===== src/rtl/level_sequencer.sv =====
// Game-flow sequencer: per-level countdown, score accumulation, and the pass/fail decision at
// timeout. It also runs the win banner and sends the one-cycle level-advance pulse.
module level_sequencer #(
  parameter int NUM_LEVELS  = 4,
  parameter int LEVEL_TIME  = 60,
  parameter int BANNER_SEC  = 3,
  parameter int TARGET_BASE = 100,
  parameter int TARGET_STEP = 150,
  parameter int SCORE_W     = 12
) (
  input  logic               clk,
  input  logic               reset,
  input  logic               startGame,
  input  logic               oneSecPulse,
  input  logic               scoreAddValid,
  input  logic [7:0]         scoreAdd,
  input  logic               hookBusy,
  input  logic               lastLevelEnded,
  output logic               cycleLevel,
  output logic [1:0]         levelIndex,
  output logic [6:0]         timeLeft,
  output logic [SCORE_W-1:0] score,
  output logic [SCORE_W-1:0] target,
  output logic               enable,
  output logic               showWin,
  output logic               gameOver,
  output logic               gameWon
);

  localparam int BW = $clog2(BANNER_SEC + 1);
  localparam logic [1:0]         LAST_LEVEL  = 2'(NUM_LEVELS - 1);
  localparam logic [6:0]         LEVEL_TIME_C = 7'(LEVEL_TIME);
  localparam logic [BW-1:0]      BANNER_C    = BW'(BANNER_SEC);
  localparam logic [SCORE_W-1:0] TBASE_C     = SCORE_W'(TARGET_BASE);
  localparam logic [SCORE_W:0]   TSTEP_C     = (SCORE_W+1)'(TARGET_STEP);

  typedef enum logic [2:0] {
    IDLE       = 3'd0,
    PLAY       = 3'd1,
    WIN_BANNER = 3'd2,
    ADVANCE    = 3'd3,
    LOSE       = 3'd4,
    DONE       = 3'd5
  } state_t;

  state_t             state_q, state_d;
  logic [1:0]         level_q, level_d;
  logic [6:0]         time_q, time_d;
  logic [SCORE_W-1:0] score_q, score_d;
  logic [SCORE_W-1:0] target_q, target_d;
  logic [BW-1:0]      banner_q, banner_d;
  logic               cycle_q, cycle_d;
  logic               enable_q, enable_d;
  logic               win_q, win_d;
  logic               over_q, over_d;
  logic               won_q, won_d;

  logic [SCORE_W:0]   score_sum_s;
  logic [SCORE_W:0]   target_sum_s;
  logic [SCORE_W-1:0] score_sat_s;
  logic [SCORE_W-1:0] target_sat_s;
  logic [BW-1:0]      banner_inc_s;

  // Saturating adders for score and target.
  always_comb begin
    score_sum_s  = (SCORE_W+1)'(score_q) + (SCORE_W+1)'(scoreAdd);
    target_sum_s = (SCORE_W+1)'(target_q) + TSTEP_C;
    banner_inc_s = banner_q + BW'(1);
    if (score_sum_s[SCORE_W]) begin
      score_sat_s = '1;
    end else begin
      score_sat_s = score_sum_s[SCORE_W-1:0];
    end
    if (target_sum_s[SCORE_W]) begin
      target_sat_s = '1;
    end else begin
      target_sat_s = target_sum_s[SCORE_W-1:0];
    end
  end

  // Next-state, datapath updates and next values of the registered outputs.
  always_comb begin
    state_d  = state_q;
    level_d  = level_q;
    time_d   = time_q;
    score_d  = score_q;
    target_d = target_q;
    banner_d = banner_q;
    case (state_q)
      IDLE, LOSE, DONE: begin
        if (startGame) begin
          score_d  = '0;
          level_d  = 2'd0;
          target_d = TBASE_C;
          time_d   = LEVEL_TIME_C;
          banner_d = '0;
          state_d  = PLAY;
        end else begin
          state_d  = state_q;
        end
      end
      PLAY: begin
        if (scoreAddValid) begin
          score_d = score_sat_s;
        end else begin
          score_d = score_q;
        end
        if (oneSecPulse && (time_q != 7'd0)) begin
          time_d = time_q - 7'd1;
        end else begin
          time_d = time_q;
        end
        // The decision sees this cycle's add, but only the registered timer value.
        if ((time_q == 7'd0) && !hookBusy) begin
          if (score_d >= target_q) begin
            state_d = WIN_BANNER;
          end else begin
            state_d = LOSE;
          end
        end else begin
          state_d = PLAY;
        end
      end
      WIN_BANNER: begin
        if (oneSecPulse) begin
          if (banner_inc_s == BANNER_C) begin
            banner_d = '0;
            if ((level_q == LAST_LEVEL) || lastLevelEnded) begin
              state_d = DONE;
            end else begin
              state_d = ADVANCE;
            end
          end else begin
            banner_d = banner_inc_s;
          end
        end else begin
          banner_d = banner_q;
        end
      end
      ADVANCE: begin
        level_d  = level_q + 2'd1;
        target_d = target_sat_s;
        time_d   = LEVEL_TIME_C;
        state_d  = PLAY;
      end
      default: begin
        state_d = IDLE;
      end
    endcase

    enable_d = (state_d == PLAY);
    win_d    = (state_d == WIN_BANNER);
    cycle_d  = (state_d == ADVANCE);
    over_d   = (state_d == LOSE);
    won_d    = (state_d == DONE);
  end

  // State, datapath and output registers.
  always_ff @(posedge clk) begin
    if (reset) begin
      state_q  <= IDLE;
      level_q  <= 2'd0;
      time_q   <= LEVEL_TIME_C;
      score_q  <= '0;
      target_q <= TBASE_C;
      banner_q <= '0;
      cycle_q  <= 1'b0;
      enable_q <= 1'b0;
      win_q    <= 1'b0;
      over_q   <= 1'b0;
      won_q    <= 1'b0;
    end else begin
      state_q  <= state_d;
      level_q  <= level_d;
      time_q   <= time_d;
      score_q  <= score_d;
      target_q <= target_d;
      banner_q <= banner_d;
      cycle_q  <= cycle_d;
      enable_q <= enable_d;
      win_q    <= win_d;
      over_q   <= over_d;
      won_q    <= won_d;
    end
  end

  assign cycleLevel = cycle_q;
  assign levelIndex = level_q;
  assign timeLeft   = time_q;
  assign score      = score_q;
  assign target     = target_q;
  assign enable     = enable_q;
  assign showWin    = win_q;
  assign gameOver   = over_q;
  assign gameWon    = won_q;

endmodule

===== config.mk =====
export PLATFORM = sky130hd
export DESIGN_NAME = level_sequencer
export DESIGN_NICKNAME = d
export VERILOG_FILES = /design/src/rtl/level_sequencer.sv
export SDC_FILE = /design/constraint.sdc
export NUM_CORES = 1
export LEC_CHECK = 0
export ABC_AREA = 1
export CAP_MARGIN = 20
export CORE_MARGIN = 3
export CORE_UTILIZATION = 57
export CTS_CLUSTER_SIZE = 28
export DETAILED_ROUTE_END_ITERATION = 6
export PLACE_DENSITY = 0.88
export SLEW_MARGIN = 40
export SYNTH_ARGS = -nofsm -noshare
export SYNTH_HDL_FRONTEND = slang
export SYNTH_SLANG_ARGS = --single-unit

===== constraint.sdc =====
create_clock -name clk -period 5.26 [get_ports clk]
set_input_delay 0.526 -clock clk [delete_from_list [all_inputs] [get_ports clk]]
set_output_delay 0.526 -clock clk [all_outputs]
set_load 0.01 [all_outputs]

==> results.md <==
- Buffers placed on the I/O ports in this run total 52.
- Cells fill about three quarters of the core in the end.
- The buffer type at the clock tree root is sky130_fd_sc_hd__clkbuf_8.
- After floorplanning, the core was sized to cover 4850 µm².
- Summing all multi-input logic gate instances after layout gives ~1800 µm².
- The number of failing setup endpoints in the final timing report is 0.
- For the worst setup path, the data arrival time is about 3.7 ns.
- The number of max-cap violations is 0.
- The number of design rule violations left after detail routing is 0.
- The net total in the final layout is 527.
- The synthesized instance count is between 400 and 500.
- The global router's overall resource usage is between 20% and 30%.
- After detailed routing, the number of vias per cell comes to ~5.5.
- Sequential cells were found to cover 29.4% of the synthesized design area.
- The completed layout was analyzed and its total power is roughly 700 µW.
- The number of register bits inferred by synthesis is 43.
- The run finished with clean final reports.
- The number of hold violations in the final report was 0.
- Counting every sink on the clock net gives between 40 and 50.
- The worst setup path is captured at a flop.
- Hold timing on the final database bottoms out at a slack of 0.463 ns.
- The via count of the first global-routing pass is roughly 2700.
- The clock network burns around 30% of the power.
- The number of slew-limit violations in the final report came to 0.
- The total of fill cells in the finished design is approximately 400.
- The net count after synthesis is between 400 and 500.
- The CTS tree is built.
- The sequential cell area is between 800 and 900 µm².
- The category of the critical setup timing path is in -> reg.
- The relative max-transition margin is 63.6%.
- The count of boundary I/O pins is 53.
- The routed wire length per instance is between 10 and 15 µm.
- In this run the deepest clock path goes through 2 buffers.
- Setup slack closes at 1.80 ns.
- Adding up every negative setup slack in the final design gives 0 ns.
- The congestion estimate from routability-driven global placement came to 0.915.
- The die covers approximately 6000 µm².
- The post-cts sizing count is 0.
- The height of the die is slightly below 80 µm.
- Entering global routing, the biggest net connects 25 pins.
- The top cell types in the final layout, fill and taps aside, are 115 x sky130_fd_sc_hd__nand2_1, 53 x sky130_fd_sc_hd__inv_1, 51 x sky130_fd_sc_hd__clkdlybuf4s50_1, 48 x sky130_fd_sc_hd__nand3_1, 43 x sky130_fd_sc_hd__dfxtp_1.
- The routed layout has 3059 vias.
- Net switching is 31.1% of the power.
- The number of antenna violations at the first check in global routing is 0.
- Summed over all layers, the routed wires come to 7430 µm.
- In this run the number of H-tree levels came out at 2.
- For this design the ratio of total power to cell area is approximately 200 nW/µm².
- The wire length of the first global-routing pass is 12100 µm.
- The synthesized design contains 0 enable-type register cells.
- For the pin with the worst max-slew slack, the measured transition is 0.545 ns.
- The post-placement setup slack is between 1.5 and 2 ns.
- The type of the tightest min-delay check is reg -> reg.
- The iteration-0 DRC count of the detailed router is between 200 and 300.
- The standard-cell row count is 25.
- Before antenna repair, the detailed router went through 5 iterations.
- Data on the critical path is required at its endpoint by around 5.5 ns.
- The die outline width is just under 80 µm.
- In this run the worst path has a maximum fanout of 10.
- The final worst clock skew is between 0.006 and 0.007 ns.
- The half-perimeter wire length of the detailed placement result is between 5000 and 6000 µm.
- The fraction of registers with async set/reset is 0%.
- For this design the total switching power over the nets is about 220 µW.
- The final critical path time including I/O delays and setup is roughly 3.5 ns.
- Global routing finished with a remaining overflow of 0.
- Dividing the final minimum period by the clock period gives approximately 66%.
- The hold buffer count at cts is 0.
- The combinational power share is a little over a fifth.
- The leakage power total is about 0.0017 µW.
- The post-CTS clock slew at the launch and capture registers of the worst setup and hold paths is about 0.08 ns.
- A synthesized cell averages between 6 and 7 µm².
- After clock tree synthesis, the setup repair step added 0 buffers.
- For this configuration, the core starts out at a cell density of about three fifths.
- The synthesis-to-finish area growth is 22.4%.
- The number of antenna diodes in the final layout is 0.
- Yosys printed 0 warnings.
- The clock insertion delay at the later pin of the skew report is 0.30 ns.
- In this run the remaining antenna-violating nets after routing total 0.
- The kind of start point of the critical path is an input pin.
- The cell-internal power is a little under 500 µW.
- Per report_power, the sequential group accounts for 48.3% of the total.
- The library cell used most frequently in the layout, excluding fill and tap cells, is sky130_fd_sc_hd__nand2_1.
- The worst-case IR drop observed on VDD is about 0.00014 V.
- The synthesized area is about 2900 µm².
- Setup repair after global routing left no endpoint under its margin.
- Buffers inserted during clock tree synthesis total 5.
- The highest clock frequency the design can meet is approximately 0.29 GHz.
- The fraction of layout instances using a drive strength above 1 is 7.98%.
- The number of unique standard cell types used by synthesis is 39.
- The primary flip-flop cell chosen by synthesis mapping is sky130_fd_sc_hd__dfxtp_1.
-- synth_stat cells (2+ instances only) --
cell	number	area, µm²
sky130_fd_sc_hd__o21ai_1	2	10.0
sky130_fd_sc_hd__nor3_2	3	30.0
sky130_fd_sc_hd__ha_1	23	288
sky130_fd_sc_hd__xnor2_1	3	26.3
sky130_fd_sc_hd__clkbuf_1	4	15.0
sky130_fd_sc_hd__inv_1	53	199
sky130_fd_sc_hd__nand4_1	4	25.0
sky130_fd_sc_hd__or2_2	8	50.1
sky130_fd_sc_hd__o21ai_0	17	85.1
sky130_fd_sc_hd__a21boi_0	6	45.0
sky130_fd_sc_hd__a21oi_1	36	180
sky130_fd_sc_hd__o211ai_1	3	22.5
sky130_fd_sc_hd__inv_2	5	18.8
sky130_fd_sc_hd__clkinv_1	2	7.51
sky130_fd_sc_hd__xor2_1	4	35.0
sky130_fd_sc_hd__dfxtp_1	43	861
sky130_fd_sc_hd__nor3_1	3	15.0
sky130_fd_sc_hd__nand2_4	4	45.0
sky130_fd_sc_hd__nor2_1	27	101
sky130_fd_sc_hd__nand3_1	48	240
sky130_fd_sc_hd__nand2_1	115	432
sky130_fd_sc_hd__nor2_2	5	31.3
-- path summary, 6_finish.rpt --
kind	from	endpoint	slack (ns)	cells after the start
setup reg to reg	score[0]	showWin	2.12	18
hold reg to reg	banner_q[0]	banner_q[0]	0.46	1
setup / recovery	scoreAdd[0]	showWin	1.80	19
hold / removal	banner_q[0]	banner_q[0]	0.46	1
-- per-stage QoR --
| stage | std cells | cell area (µm²) |
|---|---|---|
| after global placement | 548 | 3510 |
| after floorplan | 435 | 2930 |
| after global routing | 556 | 3590 |
| after CTS | 556 | 3590 |
| after detailed placement | 548 | 3500 |
| final | 556 | 3590 |
-- registers in the layout, indices dropped and copies added, names as in the netlist --
signal	cells
gameWon	1
score	12
banner_q	2
cycleLevel	1
target	12
showWin	1
levelIndex	2
timeLeft	7
state_q	3
enable	1
gameOver	1
-- power by group through the flow --
stage	clock network (µW)	registers, µW	logic, µW
global placement	0	352	149
global route	227	346	173
detailed placement	0	352	154
CTS	213	344	156
finish	213	345	157
floorplan	0	354	100
-- area by class of cell --
class,instances,share of cell area [%]
clock buffer,6,2.02
clock inverter,2,0.349
inverter,61,6.45
multi-input combinational,325,50.5
sequential,43,24.0
tap,67,2.34
timing repair buffer,52,14.4
-- critical path, cell delays in order --
cell                              delay [ns]
sky130_fd_sc_hd__clkdlybuf4s50_1        0.42
sky130_fd_sc_hd__ha_1                   0.25
sky130_fd_sc_hd__fa_1                   0.42
sky130_fd_sc_hd__nand3_1                0.10
sky130_fd_sc_hd__nand2_1                0.12
sky130_fd_sc_hd__nand3_1                0.12
sky130_fd_sc_hd__nand2_1                0.09
sky130_fd_sc_hd__nor2_2                 0.26
sky130_fd_sc_hd__a21boi_0               0.15
sky130_fd_sc_hd__ha_1                   0.31
sky130_fd_sc_hd__a21o_1                 0.18
sky130_fd_sc_hd__nand3_1                0.06
sky130_fd_sc_hd__a21oi_1                0.06
sky130_fd_sc_hd__nor2_1                 0.18
sky130_fd_sc_hd__nand2_1                0.07
sky130_fd_sc_hd__nand2_1                0.11
sky130_fd_sc_hd__nand2_1                0.10
sky130_fd_sc_hd__nand2_1                0.08
sky130_fd_sc_hd__nor2_1                 0.05
-- metal layers --
metal	up-vias	share of wire, %	track usage, %	wire length, µm
li1	1536	-	-	-
met1	1411	46	33.4	3390
met2	102	47	41.4	3530
met3	10	6.0	4.18	448
met4	0	0.93	4.63	69
met5	-	0	0	0
-- kinds of logic (layout without fill, tap and decap cells) --
family / Yosys count / count (layout) / share of synthesized area [%]
adder cells (fa/ha/maj): 24 / 24 / 10.5
AND/OR/NAND/NOR: 224 / 224 / 35.9
AO/OA/AOI/OAI: 70 / 70 / 13.4
flip-flops: 43 / 43 / 29.4
buffers and inverters: 67 / 121 / 8.79
XOR/XNOR: 7 / 7 / 2.09
Note: power is estimated with default switching activity, not from simulation.
